==> config.mk <==
export PLATFORM = sky130hd
export DESIGN_NAME = fifo_wr_arbiter
export DESIGN_NICKNAME = d
export VERILOG_FILES = /design/src/rtl/fifo_wr_arbiter.sv
export SDC_FILE = /design/constraint.sdc
export NUM_CORES = 1
export LEC_CHECK = 0
export ABC_AREA = 1
export CAP_MARGIN = 10
export CELL_PAD_IN_SITES_DETAIL_PLACEMENT = 0
export CELL_PAD_IN_SITES_GLOBAL_PLACEMENT = 1
export CORE_AREA = 2 2 89 91
export CTS_CLUSTER_SIZE = 20
export DETAILED_ROUTE_END_ITERATION = 8
export DIE_AREA = 0 0 91 93
export PLACE_DENSITY_LB_ADDON = 0.1
export SYNTH_ARGS = -nofsm -noshare
export SYNTH_HDL_FRONTEND = slang
export SYNTH_SLANG_ARGS = --single-unit
==> constraint.sdc <==
create_clock -name clk -period 4.6 [get_ports clk]
set_input_delay 1.15 -clock clk [delete_from_list [all_inputs] [get_ports clk]]
set_output_delay 1.15 -clock clk [all_outputs]
set_load 0.02 [all_outputs]
==> src/rtl/fifo_wr_arbiter.sv <==
// rtl/fifo_wr_arbiter.sv - round-robin burst arbiter sharing one FIFO write port
// Optional per-requester grant counters are built when FIFO_ARB_STATS_EN is defined.
module fifo_wr_arbiter #(
  parameter int NUM_REQ   = 4,
  parameter int DATA_W    = 8,
  parameter int MAX_BURST = 4
) (
  input  logic                       clk,
  input  logic                       reset,
  input  logic [NUM_REQ-1:0]         req,
  input  logic [NUM_REQ*DATA_W-1:0]  req_data,
  output logic [NUM_REQ-1:0]         gnt,
  input  logic                       fifo_full,
  output logic                       fifo_write,
  output logic [DATA_W-1:0]          fifo_din,
  output logic                       busy,
  output logic [$clog2(NUM_REQ)-1:0] owner,
  output logic [NUM_REQ*16-1:0]      stat_cnt
);
  localparam int OW = $clog2(NUM_REQ);
  localparam int BW = $clog2(MAX_BURST + 1);

  localparam logic [0:0] ST_IDLE  = 1'b0;
  localparam logic [0:0] ST_BURST = 1'b1;

  logic [0:0]         state_q, state_d;
  logic [OW-1:0]      owner_q, owner_d;
  logic [OW-1:0]      rr_ptr_q, rr_ptr_d;
  logic [BW-1:0]      beat_q, beat_d;
  logic [OW-1:0]      win_idx;
  logic               win_found;
  logic [NUM_REQ-1:0] gnt_raw;

  // Modulo add so non-power-of-2 requester counts wrap back to 0.
  function automatic logic [OW-1:0] next_idx(input logic [OW-1:0] base, input int unsigned ofs);
    int unsigned s;
    s = (32'(base) + ofs) % unsigned'(NUM_REQ);
    return OW'(s);
  endfunction

  // Scan downward so the lowest offset from rr_ptr wins.
  always_comb begin
    win_found = 1'b0;
    win_idx   = '0;
    for (int k = NUM_REQ - 1; k >= 0; k--) begin
      if (req[next_idx(rr_ptr_q, unsigned'(k))]) begin
        win_found = 1'b1;
        win_idx   = next_idx(rr_ptr_q, unsigned'(k));
      end
    end
  end

  always_comb begin
    gnt_raw  = '0;
    state_d  = state_q;
    owner_d  = owner_q;
    rr_ptr_d = rr_ptr_q;
    beat_d   = beat_q;
    case (state_q)
      ST_IDLE: begin
        if (win_found && !fifo_full) begin
          gnt_raw[win_idx] = 1'b1;
          owner_d          = win_idx;
          if (MAX_BURST == 1) begin
            rr_ptr_d = next_idx(win_idx, 1);
          end else begin
            state_d = ST_BURST;
            beat_d  = BW'(1);
          end
        end
      end
      default: begin
        if (req[owner_q]) begin
          if (!fifo_full) begin
            gnt_raw[owner_q] = 1'b1;
            if (beat_q == BW'(MAX_BURST - 1)) begin
              state_d  = ST_IDLE;
              rr_ptr_d = next_idx(owner_q, 1);
              beat_d   = '0;
            end else begin
              beat_d = beat_q + BW'(1);
            end
          end
        end else begin
          state_d  = ST_IDLE;
          rr_ptr_d = next_idx(owner_q, 1);
          beat_d   = '0;
        end
      end
    endcase
  end

  always_ff @(posedge clk) begin
    if (reset) begin
      state_q  <= ST_IDLE;
      owner_q  <= '0;
      rr_ptr_q <= '0;
      beat_q   <= '0;
    end else begin
      state_q  <= state_d;
      owner_q  <= owner_d;
      rr_ptr_q <= rr_ptr_d;
      beat_q   <= beat_d;
    end
  end

  assign gnt        = reset ? '0 : gnt_raw;
  assign fifo_write = |gnt;
  assign busy       = (state_q == ST_BURST);
  assign owner      = owner_q;

  always_comb begin
    fifo_din = '0;
    for (int i = 0; i < NUM_REQ; i++) begin
      if (gnt[i]) fifo_din = req_data[i*DATA_W +: DATA_W];
    end
  end

`ifdef FIFO_ARB_STATS_EN
  logic [15:0] cnt_q [NUM_REQ];

  for (genvar g = 0; g < NUM_REQ; g++) begin : g_stat
    always_ff @(posedge clk) begin
      if (reset) begin
        cnt_q[g] <= '0;
      end else if (gnt[g] && cnt_q[g] != 16'hFFFF) begin
        cnt_q[g] <= cnt_q[g] + 16'd1;
      end
    end
    assign stat_cnt[g*16 +: 16] = cnt_q[g];
  end
`else
  assign stat_cnt = '0;
`endif

endmodule
### Word-level counts from Yosys, hierarchy flattened

Index checks and enable logic that the tools add are counted.
Widths: inputs -> output; s select.

* flip-flop bits (word level): 8
* latch bits: 0
* memory bits (writable): 0
* bits in read-only memories: 0
* input port bits: 39
* output and inout port bits: 80
* memories: 0

* $add $sub $neg: 5
* multipliers: 0
* divide/modulo/power cells: 0
* magnitude comparators: 8
* equality and inequality tests: 4
* shift operators: 0
* muxes and demuxes: 44
* bitwise operators: 1
* reductions and logical operators: 9

Operator list (count)
* $mux 8: 4
* $mux 4: 5
* $lt 2x3->1 const B: 6
* $mux 1: 16
* $mux 3: 5
* $mux 2: 7
* $bmux 1 s2: 5
* $add 2x1->2 const B: 2
* $add 2x2->2 const B: 2
* $demux 1 s2: 2
* $ge 2x1->1 const B: 2
* $reduce_and 2->1: 2
* $reduce_or 4->1: 1
* $add 3x1->3 const B: 1
* $eq 3x2->1 const B: 1
* $logic_and 1x1->1: 3
* $ne 3x3->1 const B: 1
* $reduce_and 3->1: 1
* $ne 2x1->1 const B: 1
* $ne 2x2->1 const B: 1
* $reduce_bool 2->1: 1
* $logic_not 1->1: 1
* $not 1->1: 1

### Longest topological paths before layout

Gate-level depths: netlist of run 1.

* depth in word-level cells: 18
* depth in mapped cells: 18
* gate-level depth less buffers: 17

### Least setup slack after synthesis of run 1

OpenSTA, ideal clock, no wires.

* path type: input -> output
* start point: input port req[1]
* end point: output port fifo_din[0]
* arrival: 2419 ps
* path slack: 1031 ps
* stages on the path: 16
* buffers on the path: 0
* cells stage by stage: inv_1 -> nand2_1 -> and2_1 -> nor2_2 -> inv_1 -> nand2_1 -> nor2_1 -> nor2_4 -> nand2_2 -> nand2_4 -> nand2_4 -> nand2_1 -> inv_2 -> nand2_1 -> nand2_1 -> nand2_1

* word-level cells in the longest chain between the ends: 17

Ends and longest elaborated chain
* start, declared: RTL line 10 `input logic [NUM_REQ-1:0] req,`
* $bmux 1 s2: RTL line 46 `if (req[next_idx(rr_ptr_q, unsigned'(k))]) begin`
* $mux 1 (not written as such): RTL line 46
* $mux 2 (4 in series): RTL line 46
* $lt 2x3->1 (not written as such) or $ge 2x1->1 (tied branches): RTL line 62 `gnt_raw[win_idx] = 1'b1;`
* $logic_and 1x1->1 (not written as such): RTL line 62
* $mux 1 (not written as such): RTL line 62
* $demux 1 s2: RTL line 62
* $mux 4: RTL line 61 `if (win_found && !fifo_full) begin`
* $mux 4 (*): RTL line 59 `case (state_q)`
* $mux 4 (*): RTL line 107 `assign gnt = reset ? '0 : gnt_raw;`
* $mux 8 (3 in series): RTL line 115 `if (gnt[i]) fifo_din = req_data[i*DATA_W +: DATA_W];`
* $mux 8 (*): RTL line 115
* end, declared: RTL line 15 `output logic [DATA_W-1:0] fifo_din,`

Mark *: on every way between the ends. The rest lies on a longest branch, timed or not. The select of a mux whose other input is x is not followed.

### Final worst setup path of run 1

* start point: input port req[1]
* end point: output port fifo_write

* word-level cells in the longest chain between the ends: 14

Ends and longest elaborated chain
* $bmux 1 s2: RTL line 46
* $mux 1 (not written as such): RTL line 46
* $mux 2 (4 in series): RTL line 46
* $lt 2x3->1 (not written as such) or $ge 2x1->1 (tied branches): RTL line 62
* $logic_and 1x1->1 (not written as such): RTL line 62
* $mux 1 (not written as such): RTL line 62
* $demux 1 s2: RTL line 62
* $mux 4: RTL line 61
* $mux 4 (*): RTL line 59
* $mux 4 (*): RTL line 107
* $reduce_or 4->1 (*): RTL line 108 `assign fifo_write = |gnt;`
* end, declared: RTL line 14 `output logic fifo_write,`

Marked as above.

==> results of run 1 <==
-- cell usage after synthesis --
cell type / number
conb_1: 1
nand2_2: 10
a21oi_1: 8
nor2_1: 10
nand3_2: 2
o21ai_2: 1
clkinv_1: 1
inv_1: 33
buf_6: 1
clkbuf_1: 3
inv_2: 5
ha_1: 5
nand4_1: 9
a31oi_1: 1
nand2_1: 89
nand3b_1: 8
nand2_4: 3
dfxtp_1: 8
o21ai_0: 7
clkinv_4: 1
inv_6: 1
nor2_2: 3
and2_1: 2
nand3_1: 17
o21ai_1: 1
nor3_1: 1
nor2_4: 2
buf_4: 64
-- metrics by stage --
| step | hold slack, ns | util (%) | setup TNS (ns) | cell area (um2) |
|---|---|---|---|---|
| global route | 0.494 | 29.9 | 0 | 2250 |
| floorplan | 0.422 | - | 0 | 1970 |
| detailed placement | 0.462 | 29.6 | -2.27 | 2230 |
| finish | 0.467 | 29.9 | 0 | 2250 |
| global placement | 0.457 | 29.6 | -3.01 | 2230 |
| CTS | 0.468 | 30.0 | 0 | 2260 |
-- critical path, stage by stage --
cell	delay (ns)
clkdlybuf4s50_1	0.45
inv_1	0.07
nand2_1	0.07
and2_1	0.19
nor2_2	0.13
inv_1	0.05
nand2_1	0.08
nor2_1	0.07
nor2_4	0.16
nand3_1	0.10
nand2_2	0.19
nand2_1	0.11
nand4_1	0.11
clkdlybuf4s15_1	0.32
-- final cells by class --
| type | count | area, um2 |
|---|---|---|
| tap | 102 | 128 |
| multi-input combinational | 244 | 1170 |
| fill | 868 | 5280 |
| timing repair buffer | 66 | 591 |
| sequential | 8 | 160 |
| clock buffer | 3 | 41.3 |
| inverter | 41 | 164 |
-- timing repair --
action / in CTS / in global routing
pin swaps: 0 / 1
gates resized for setup: 13 / 21
endpoints found under the setup margin: 12 / 12
cloned: 0 / 1
-- cell families (layout without fill, tap and decap cells) --
family	after synthesis	count (layout)	synth area share, %
AO/OA/AOI/OAI	18	18	5.48
adder cells (fa/ha/maj)	5	5	3.60
buffers and inverters	109	110	38.4
flip-flops	8	8	9.22
other	1	64	0.216
AND/OR/NAND/NOR	156	157	43.1
-- per-layer routing --
layer / share of wire [%] / global-route usage (%) / wire length (um)
met5: 0 / 0 / 0
met4: 0.92 / 1.89 / 45
met3: 6.3 / 2.26 / 306
met2: 47 / 18.5 / 2320
met1: 45 / 13.9 / 2220
-- flip-flops by register name, summed over array words and instances (netlist names) --
name / count
owner: 2
beat_q: 3
rr_ptr_q: 2
busy: 1
-- final timing paths --
path | start | to | slack (ns)
max | req[1] | fifo_write | 0.20
min reg2reg | beat_q[2]$_SDFFE_PP0P_ | beat_q[2]$_SDFFE_PP0P_ | 0.47
min | beat_q[2]$_SDFFE_PP0P_ | beat_q[2]$_SDFFE_PP0P_ | 0.47
max reg2reg | rr_ptr_q[0]$_SDFFE_PP0P_ | beat_q[1]$_SDFFE_PP0P_ | 2.72
-- power by group through the flow --
stage | Sequential (mW) | Combinational (mW) | Clock [mW]
2_1_floorplan | 0.0914 | 0.282 | 0
3_3_place_gp | 0.0941 | 0.384 | 0
3_5_place_dp | 0.0936 | 0.382 | 0
4_1_cts | 0.0923 | 0.369 | 0.0912
5_1_grt | 0.0938 | 0.409 | 0.0946
6_report | 0.0922 | 0.368 | 0.0880
==> metrics.md, run 1 <==
| Metric | Value |
|---|---|
| Final period utilization | 95.6% |
| WHS Path Cells | 2 |
| Non-Filler Instances | 464 |
| Root Driver | clkbuf_8 |
| Max cap viols | 0 |
| Int Pwr | 0.267 mW |
| Post-route ant nets | 0 |
| Sequential share of power | 16.8% |
| Vias per cell | 3.77 |
| Die height | 93 um |
| Post-route setup slack | 0.202 ns |
| Initial antenna violation count | 0 |
| Critical path type | in2out |
| Worst-case reg-to-reg path depth | 13 |
| Final hold violation count | 0 |
| Routed WL per cell | 10.5 um |
| Share of total power in combinational logic | 67.1% |
| IO Port Bufs | 54 |
| Vias in the first global route | 1,561 |
| Startpoint types | primary input |
| Slew Viols, Final | 0 |
| Detailed router's first-iteration violation count | 62 |
| Vias | 1,750 |
| # diodes | 0 |
| Site Rows | 32 |
| Worst vdd ir | 231 uV |
| Syn Area/Cell | 5.85 um2 |
| HPWL after detailed placement | 3860 um |
| Final wirelength | 4890 um |
| Clk_skew | 0.000710 ns |
| Commonest non-fill, non-tap cell in the layout | nand2_1 |
| Routability-driven placement congestion ratio | 0.741 |
| Clk sinks | 8 |
| Warnings, synthesis | 0 |
| Ports | 119 |
| Core area | 7530 um2 |
| Share of Yosys cell area claimed by the top area cell type | 27.7% |
| Crit end category | output port |
| TritonCTS clock tree | done |
| Place WS | -0.256 ns |
| Distinct cell type count after synthesis | 28 |
| Finish-stage setup viols | 0 |
| NetSw | 0.281 mW |
| GRT Total Usage | 10.7% |
| Post-layout min period | 4.40 ns |
| Status | complete, no violations |
| Worst-path clk slew | 0.04 ns |
| Critical Path RT | 3.45 ns |
| Mapped Cells | 297 |
| Flops & latches, synth | 8 |
| Register area share after synthesis | 9.22% |
| Remaining global-route overflow | 0 |
| First-pass GRT wire length | 7460 um |
| Critical Path AT | 3.25 ns |
| Nets | 408 |
| Die footprint | 8460 um2 |
| Largest net degree at the start of global routing | 31 |
| Post-synth top area cell | buf_4 |
| DR DRC count | 0 |
| Fraction of layout cells with a size suffix above 1 | 14.6% |
| Pwr Total | 0.548 mW |
| Achievable frequency | 227 MHz |
| H-Tree Depth | 1 |
| Inst Count DP | 460 |
| Synthesized area | 1740 um2 |
| Area grow syn2layout | 29.6% |
| TritonCTS Buffers | 3 |
| Static Leak | 1.27 nW |
| Most frequent cells in the layout | 88 x nand2_1, 64 x conb_1, 41 x clkdlybuf4s50_1 |
| CTS Hold Bufs | 0 |
| Clock tree buffer depth | 2 |
| Hold WC Path Type | reg2reg |
| DRT Pass-1 Iters | 4 |
| Die X | 91 um |
| Sw Ratio | 51.2% |
| Post-CTS setup buffers | 0 |
| Top cells by area, synth | buf_4 28%, nand2_1 19%, dfxtp_1 9.2% |
| Unrepaired setup endpoints after global routing | false |
| Pwr per Cell Area | 244 nW/um2 |
| CP Max Fanout | 9 |
| Worst-Skew Late Latency | 0.23 ns |
| Clock group share of total power | 16.1% |
| Starting Density | 23.1% |
No activity file was read; power rests on OpenSTA's default activity.
==> inputs of run 2 (changes only) <==
--- a/config.mk
+++ b/config.mk
@@ -13,7 +13,7 @@
 export CTS_CLUSTER_SIZE = 20
 export DETAILED_ROUTE_END_ITERATION = 8
 export DIE_AREA = 0 0 91 93
-export PLACE_DENSITY_LB_ADDON = 0.1
+export PLACE_DENSITY = 0.84
 export SYNTH_ARGS = -nofsm -noshare
 export SYNTH_HDL_FRONTEND = slang
 export SYNTH_SLANG_ARGS = --single-unit
==> metrics.md, run 2 (same netlist as run 1, synthesis figures left out) <==
| Metric | Value |
|---|---|
| Hold WC Path Type | reg2reg |
| Static Leak | 1.30 nW (+2.3%) |
| Core area | 7530 um2 (unchanged) |
| Inst Count DP | 462 (+0.43%) |
| DRT Pass-1 Iters | 4 (unchanged) |
| Area grow syn2layout | 31.1% |
| Worst-path clk slew | 0.04 ns (about the same) |
| Status | complete, no violations |
| Root Driver | clkbuf_8 |
| Worst vdd ir | 77.5 uV (-67%) |
| Crit end category | output port |
| Fraction of layout cells with a size suffix above 1 | 14.6% (-0.040 points) |
| GR Util met3 | 1.13% (-1.1 points) |
| Commonest non-fill, non-tap cell in the layout | nand2_1 |
| Finish-stage setup viols | 0 (unchanged) |
| Critical Path AT | 3.26 ns (about the same) |
| Critical path type | in2out |
| Post-route setup slack | 0.195 ns (-0.00660 ns) |
| WHS Endpoint | beat_q[2]$_SDFFE_PP0P_ |
| Most used cell, CP | nand2_1 |
| Post-route ant nets | 0 (unchanged) |
| Max cap viols | 0 (unchanged) |
| Largest Register | beat_q |
| H-Tree Depth | 1 (unchanged) |
| Routability-driven placement congestion ratio | 0.819 (+11%) |
| Hold Path Origin | beat_q[2]$_SDFFE_PP0P_ |
| Pwr Total | 0.542 mW (-1.0%) |
| Worst-Skew Late Latency | 0.23 ns (about the same) |
| Slowest CP cell | clkdlybuf4s50_1 |
| Vias | 1,698 (-3.0%) |
| Largest net degree at the start of global routing | 23 (-26%) |
| Unrepaired setup endpoints after global routing | false |
| CP Max Fanout | 4 (-5) |
| Clk sinks | 8 (unchanged) |
| Initial antenna violation count | 0 (unchanged) |
| Worst-case reg-to-reg path depth | 14 (+1) |
| IO Port Bufs | 54 (unchanged) |
| Final period utilization | 95.8% (+0.14 points) |
| Post-layout min period | 4.41 ns (+0.00660 ns) |
| DR DRC count | 0 (unchanged) |
| Critical Path RT | 3.45 ns (about the same) |
| # diodes | 0 (unchanged) |
| CP cell instances | clkdlybuf4s50_1, inv_1, nand2_1, nand3_1, nand2_1, inv_1, nand2_1, nand2_1, nor2_1, nor2_4, nand2_2, nand2_4, buf_12, nand3b_1, nand2_1, inv_1, nand2_1, nand2_1, clkdlybuf4s15_1 |
| Routed WL per cell | 9.19 um (-13%) |
| Grt met1 use | 11.6% (-2.3 points) |
| TritonCTS Buffers | 3 (unchanged) |
| CP peak stage delay | 0.51 ns (+0.06 ns) |
| Reg-to-reg slack, setup | 2.66 ns (-0.06 ns) |
| Die height | 93 um (unchanged) |
| Die X | 91 um (unchanged) |
| Nets | 409 (+0.25%) |
| Achievable frequency | 227 MHz (-0.15%) |
| Ports | 119 (unchanged) |
| Max FFs per register | 3 (unchanged) |
| Final hold violation count | 0 (unchanged) |
| Startpoint types | primary input |
| Slew Viols, Final | 0 (unchanged) |
| Pwr per Cell Area | 238 nW/um2 (-2.1%) |
| GR peak layer | met2 |
| Launching point of the worst reg2reg path | rr_ptr_q[0]$_SDFFE_PP0P_ |
| Final wirelength | 4280 um (-13%) |
| Most frequent cells in the layout | 89 x nand2_1, 64 x conb_1, 41 x clkdlybuf4s50_1 |
| Site Rows | 32 (unchanged) |
| Clock tree buffer depth | 2 (unchanged) |
| TritonCTS clock tree | done |
| Critical R2R Capture | beat_q[1]$_SDFFE_PP0P_ |
| Clk_skew | 0.00354 ns (+0.00283 ns) |
| Non-Filler Instances | 465 (+0.22%) |
| Vias in the first global route | 1,459 (-6.5%) |
| Die footprint | 8460 um2 (unchanged) |
| Place WS | -0.153 ns (+0.103 ns) |
| Vias per cell | 3.65 (-3.2%) |
| First-pass GRT wire length | 6600 um (-12%) |
| HPWL after detailed placement | 3630 um (-5.9%) |
| GRT Total Usage | 9.40% (-1.3 points) |
| Global Route met2 Usage | 17.0% (-1.5 points) |
| Remaining global-route overflow | 0 (unchanged) |
| Detailed router's first-iteration violation count | 30 (-52%) |
| WHS Path Cells | 2 (unchanged) |
| CTS Hold Bufs | 0 (unchanged) |
| Starting Density | 23.1% (unchanged) |
run 2: through the flow:
stage	hold slack, ns	util, %	instance area, um2	setup TNS [ns]
final	0.457	30.2	2280	0
after global routing	0.485	30.2	2280	0
after CTS	0.459	30.4	2290	0
after detailed placement	0.452	30.0	2260	-1.38
after global placement	0.449	30.0	2260	-1.48
after floorplan	0.422	-	1970	0
run 2: final cells by class:
type                       count  area [um2]
multi-input combinational    243        1160
tap                          102         128
sequential                     8         160
fill                         865        5250
inverter                      41         164
timing repair buffer          68         624
clock buffer                   3        41.3
run 2: worst max-delay path, delay by kind of cell:
family	cells	cell delay [ns]
simple gates	13	1.01
buf+inv	6	1.09
run 2: worst max-delay path by stage:
stage            from     endpoint  slack, ns
6_report       req[3]  fifo_din[7]       0.19
5_1_grt        req[3]  fifo_din[7]     0.0001
4_1_cts        req[1]       gnt[2]      0.006
3_5_place_dp   req[0]  fifo_din[6]      -0.15
3_3_place_gp   req[0]  fifo_din[6]      -0.17
2_1_floorplan  req[1]  fifo_din[0]       1.03
run 2: repair_timing:
item                                    CTS  global route
gates resized for setup                  12            19
endpoints found under the setup margin   13            10
setup buffers                             0             0
hold endpoints to repair                  0             0
run 2: power breakdown:
| part | internal (mW) | total [mW] | switching [mW] | leakage (nW) |
|---|---|---|---|---|
| clock network | 0.0568 | 0.0850 | 0.0283 | 0.0216 |
| logic | 0.137 | 0.365 | 0.229 | 1.21 |
| registers | 0.0782 | 0.0921 | 0.0139 | 0.0658 |
run 2: per-layer routing:
layer / wire length (um) / vias up / share of wire [%]
met1: 1820 / 719 / 43
met4: 41 / 0 / 0.96
met2: 2250 / 54 / 53
met3: 164 / 4 / 3.8
li1: - / 921 / -
met5: 0 / - / 0
==> inputs of run 3 (changes only) <==
==> config.mk (replaced) <==
export PLATFORM = sky130hd
export DESIGN_NAME = fifo_wr_arbiter
export DESIGN_NICKNAME = d
export VERILOG_FILES = /design/src/rtl/fifo_wr_arbiter.sv
export SDC_FILE = /design/constraint.sdc
export NUM_CORES = 1
export LEC_CHECK = 0
export ABC_AREA = 0
export CAP_MARGIN = 10
export CELL_PAD_IN_SITES_DETAIL_PLACEMENT = 0
export CELL_PAD_IN_SITES_GLOBAL_PLACEMENT = 1
export CORE_AREA = 2 2 83 85
export CTS_CLUSTER_SIZE = 20
export DETAILED_ROUTE_END_ITERATION = 8
export DIE_AREA = 0 0 85 87
export PLACE_DENSITY = 0.86
export SYNTH_ARGS = -nofsm -noshare
export SYNTH_HDL_FRONTEND = slang
export SYNTH_SLANG_ARGS = --single-unit
export TNS_END_PERCENT = 20
==> metrics.md, run 3 <==
| Metric | Value |
|---|---|
| Area grow syn2layout | 49.8% |
| Unrepaired setup endpoints after global routing | true |
| Critical Path AT | 3.40 ns (+0.14 ns) |
| Grt met1 use | 10.9% (-0.75 points) |
| Static Leak | 1.09 nW (-16%) |
| Commonest non-fill, non-tap cell in the layout | conb_1 |
| Slowest CP cell | or4_4 |
| Final wirelength | 4200 um (-1.8%) |
| Status | complete, no violations |
| Fraction of layout cells with a size suffix above 1 | 26.1% (+12 points) |
| Crit end category | output port |
| Post-route ant nets | 0 (unchanged) |
| Max cap viols | 0 (unchanged) |
| Most frequent cells after synthesis | 64 x buf_4, 28 x nor2_1, 14 x mux2i_1, 9 x a21boi_0 |
| H-Tree Depth | 1 (unchanged) |
| Final Hold Slack | 0.459 ns (+0.00110 ns) |
| Most instantiated library cell after synthesis | buf_4 |
| Die X | 85 um (-6.6%) |
| Die height | 87 um (-6.5%) |
| Final period utilization | 98.9% (+3.1 points) |
| Detailed router's first-iteration violation count | 38 (+27%) |
| Routability-driven placement congestion ratio | 0.805 (-1.7%) |
| Ports | 119 (unchanged) |
| Clk_skew | 0.00205 ns (-0.00150 ns) |
| Warnings, synthesis | 0 (unchanged) |
| Max FFs per register | 3 (unchanged) |
| Most frequent cells in the layout | 64 x conb_1, 36 x clkdlybuf4s50_1, 33 x buf_4 |
| Most used cell, CP | buf_6 |
| Largest net degree at the start of global routing | 10 (-57%) |
| Worst-path clk slew | 0.04 ns (about the same) |
| Die footprint | 7400 um2 (-13%) |
| CP peak stage delay | 0.55 ns (+0.04 ns) |
| Critical path type | in2out |
| CP Max Fanout | 8 (+4) |
| IO Port Bufs | 54 (unchanged) |
| Fin area | 2360 um2 (+3.6%) |
| Mapped Cells | 201 (-32%) |
| TritonCTS Buffers | 3 (unchanged) |
| Root Driver | clkbuf_8 |
| TritonCTS clock tree | done |
| Startpoint types | primary input |
| Register area share after synthesis | 10.2% (+0.95 points) |
| Synthesized area | 1570 um2 (-9.4%) |
| Post-layout min period | 4.55 ns (+0.144 ns) |
| Pwr Total | 0.370 mW (-32%) |
| Routed WL per cell | 11.4 um (+24%) |
| Starting Density | 24.0% (+0.89 points) |
| Critical Path RT | 3.45 ns (about the same) |
| Largest Register | beat_q |
| Vias | 1,482 (-13%) |
| Hold WC Path Type | reg2reg |
| Top cells by area, synth | buf_4 31%, dfxtp_1 10%, mux2i_1 8.9% |
| Final hold violation count | 0 (unchanged) |
| Clk sinks | 8 (unchanged) |
| Non-Filler Instances | 367 (-21%) |
| DRT Pass-1 Iters | 4 (unchanged) |
| GR Util met3 | 1.04% (-0.085 points) |
| Tightest Pin Transition | 0.541 ns |
| Vias in the first global route | 1,352 (-7.3%) |
| Initial antenna violation count | 0 (unchanged) |
| GR peak layer | met2 |
| GRT Total Usage | 10.4% (+0.98 points) |
| Setup TNS | 0 ns (unchanged) |
| HPWL after detailed placement | 3370 um (-7.3%) |
| Inst Count DP | 354 (-23%) |
| Flops & latches, synth | 8 (unchanged) |
| Share of Yosys cell area claimed by the top area cell type | 30.5% (+2.9 points) |
| First-pass GRT wire length | 6150 um (-6.7%) |
| Vias per cell | 4.04 (+11%) |
| Global Route met2 Usage | 20.8% (+3.8 points) |
| CTS Hold Bufs | 0 (unchanged) |
| # diodes | 0 (unchanged) |
| Pwr per Cell Area | 157 nW/um2 (-34%) |
| Post-synth top area cell | buf_4 |
| Core area | 6570 um2 (-13%) |
| Relative slew slack | 63.6% |
| Place WS | -0.548 ns (-0.396 ns) |
| Worst-Skew Late Latency | 0.22 ns (about the same) |
| Slew Viols, Final | 0 (unchanged) |
| Synth Flop Type | dfxtp_1 |
| Worst vdd ir | 72.1 uV (-6.9%) |
| Number of synthesized flops with an enable pin | 0 (unchanged) |
| CP cell instances | dlygate4sd2_1, buf_6, mux2i_1, nor2_1, or4_4, buf_6, o32a_4, buf_6, buf_16, nor2_1, a221oi_2, buf_4 |
| Syn Area/Cell | 7.83 um2 (+34%) |
| Async set-or-reset flop fraction in the synthesized netlist | 0% (unchanged) |
| Distinct cell type count after synthesis | 38 (+36%) |
| Achievable frequency | 220 MHz (-3.2%) |
| Site Rows | 30 (-6.3%) |
| Final core occ | 35.9% (+5.7 points) |
| Remaining global-route overflow | 0 (unchanged) |
| Nets | 333 (-19%) |
| Placed cell areas | 2140 um2 (-5.2%) |
| Clock tree buffer depth | 2 (unchanged) |
| Finish-stage setup viols | 0 (unchanged) |
| DR DRC count | 0 (unchanged) |
| Post-route setup slack | 0.0513 ns (-0.144 ns) |
[run 3: changes by cell type in the layout (fill, tap and decap cells not counted), moves of 9 or more]
cell / change
buf_4: +20
inv_1: -27
nand2_1: -82
nand3_1: -17
mux2i_1: +11
nand4_1: -9
nor2_1: +14
[run 3: report_power, final]
part / leakage [nW] / switching (mW) / internal, mW
registers: 0.0654 / 0.00539 / 0.0735
logic: 1.00 / 0.115 / 0.0951
clock network: 0.0216 / 0.0244 / 0.0564
total: 1.09 / 0.145 / 0.225
[run 3: area by class of cell]
| cell class | instances | area, um2 |
|---|---|---|
| fillers | 665 | 4210 |
| inverters | 6 | 22.5 |
| clock buffers | 3 | 41.3 |
| well taps | 80 | 100 |
| multi-input cells | 181 | 1160 |
| repair buffers | 89 | 878 |
| flip-flops and latches | 8 | 160 |
[run 3: path summary, 6_finish.rpt]
check                                             from                       end  slack [ns]  cells past startpoint
worst max register to register   owner[1]$_SDFFE_PP0P_  rr_ptr_q[0]$_SDFFE_PP0P_        2.52                      7
worst max-delay path                            req[0]               fifo_din[7]        0.05                     12
worst min register to register  beat_q[1]$_SDFFE_PP0P_    beat_q[1]$_SDFFE_PP0P_        0.46                      2
worst min-delay path            beat_q[1]$_SDFFE_PP0P_    beat_q[1]$_SDFFE_PP0P_        0.46                      2
[run 3: logic make-up (layout without fill, tap and decap cells)]
group,Yosys count,count (layout),share of synthesized area [%]
AO/OA/AOI/OAI,35,35,20.0
adder cells (fa/ha/maj),5,5,3.97
buffers and inverters,75,98,35.6
flip-flops,8,8,10.2
multiplexers,14,14,8.90
other,1,64,0.238
AND/OR/NAND/NOR,63,63,21.1
[run 3: timing repair]
action / 4_1_cts / 5_1_grt
endpoints found under the setup margin: 13 / 10
buffers inserted: 7 / 0
cloned: 3 / 0
pin swaps: 7 / 5
gates resized for setup: 69 / 11
[run 3: per-layer routing]
| metal | vias to the layer above | part of all wire [%] |
|---|---|---|
| met5 | - | 0 |
| met1 | 689 | 38 |
| met3 | 6 | 3.7 |
| met4 | 0 | 1.6 |
| met2 | 50 | 57 |
| li1 | 737 | - |
[run 3: critical path: cells and delay by family]
| family | cells | cell delay (ns) |
|---|---|---|
| muxes | 1 | 0.13 |
| buffers and inverters | 6 | 0.96 |
| and+or+nand+nor | 3 | 0.74 |
| AOI/OAI and AO/OA | 2 | 0.40 |
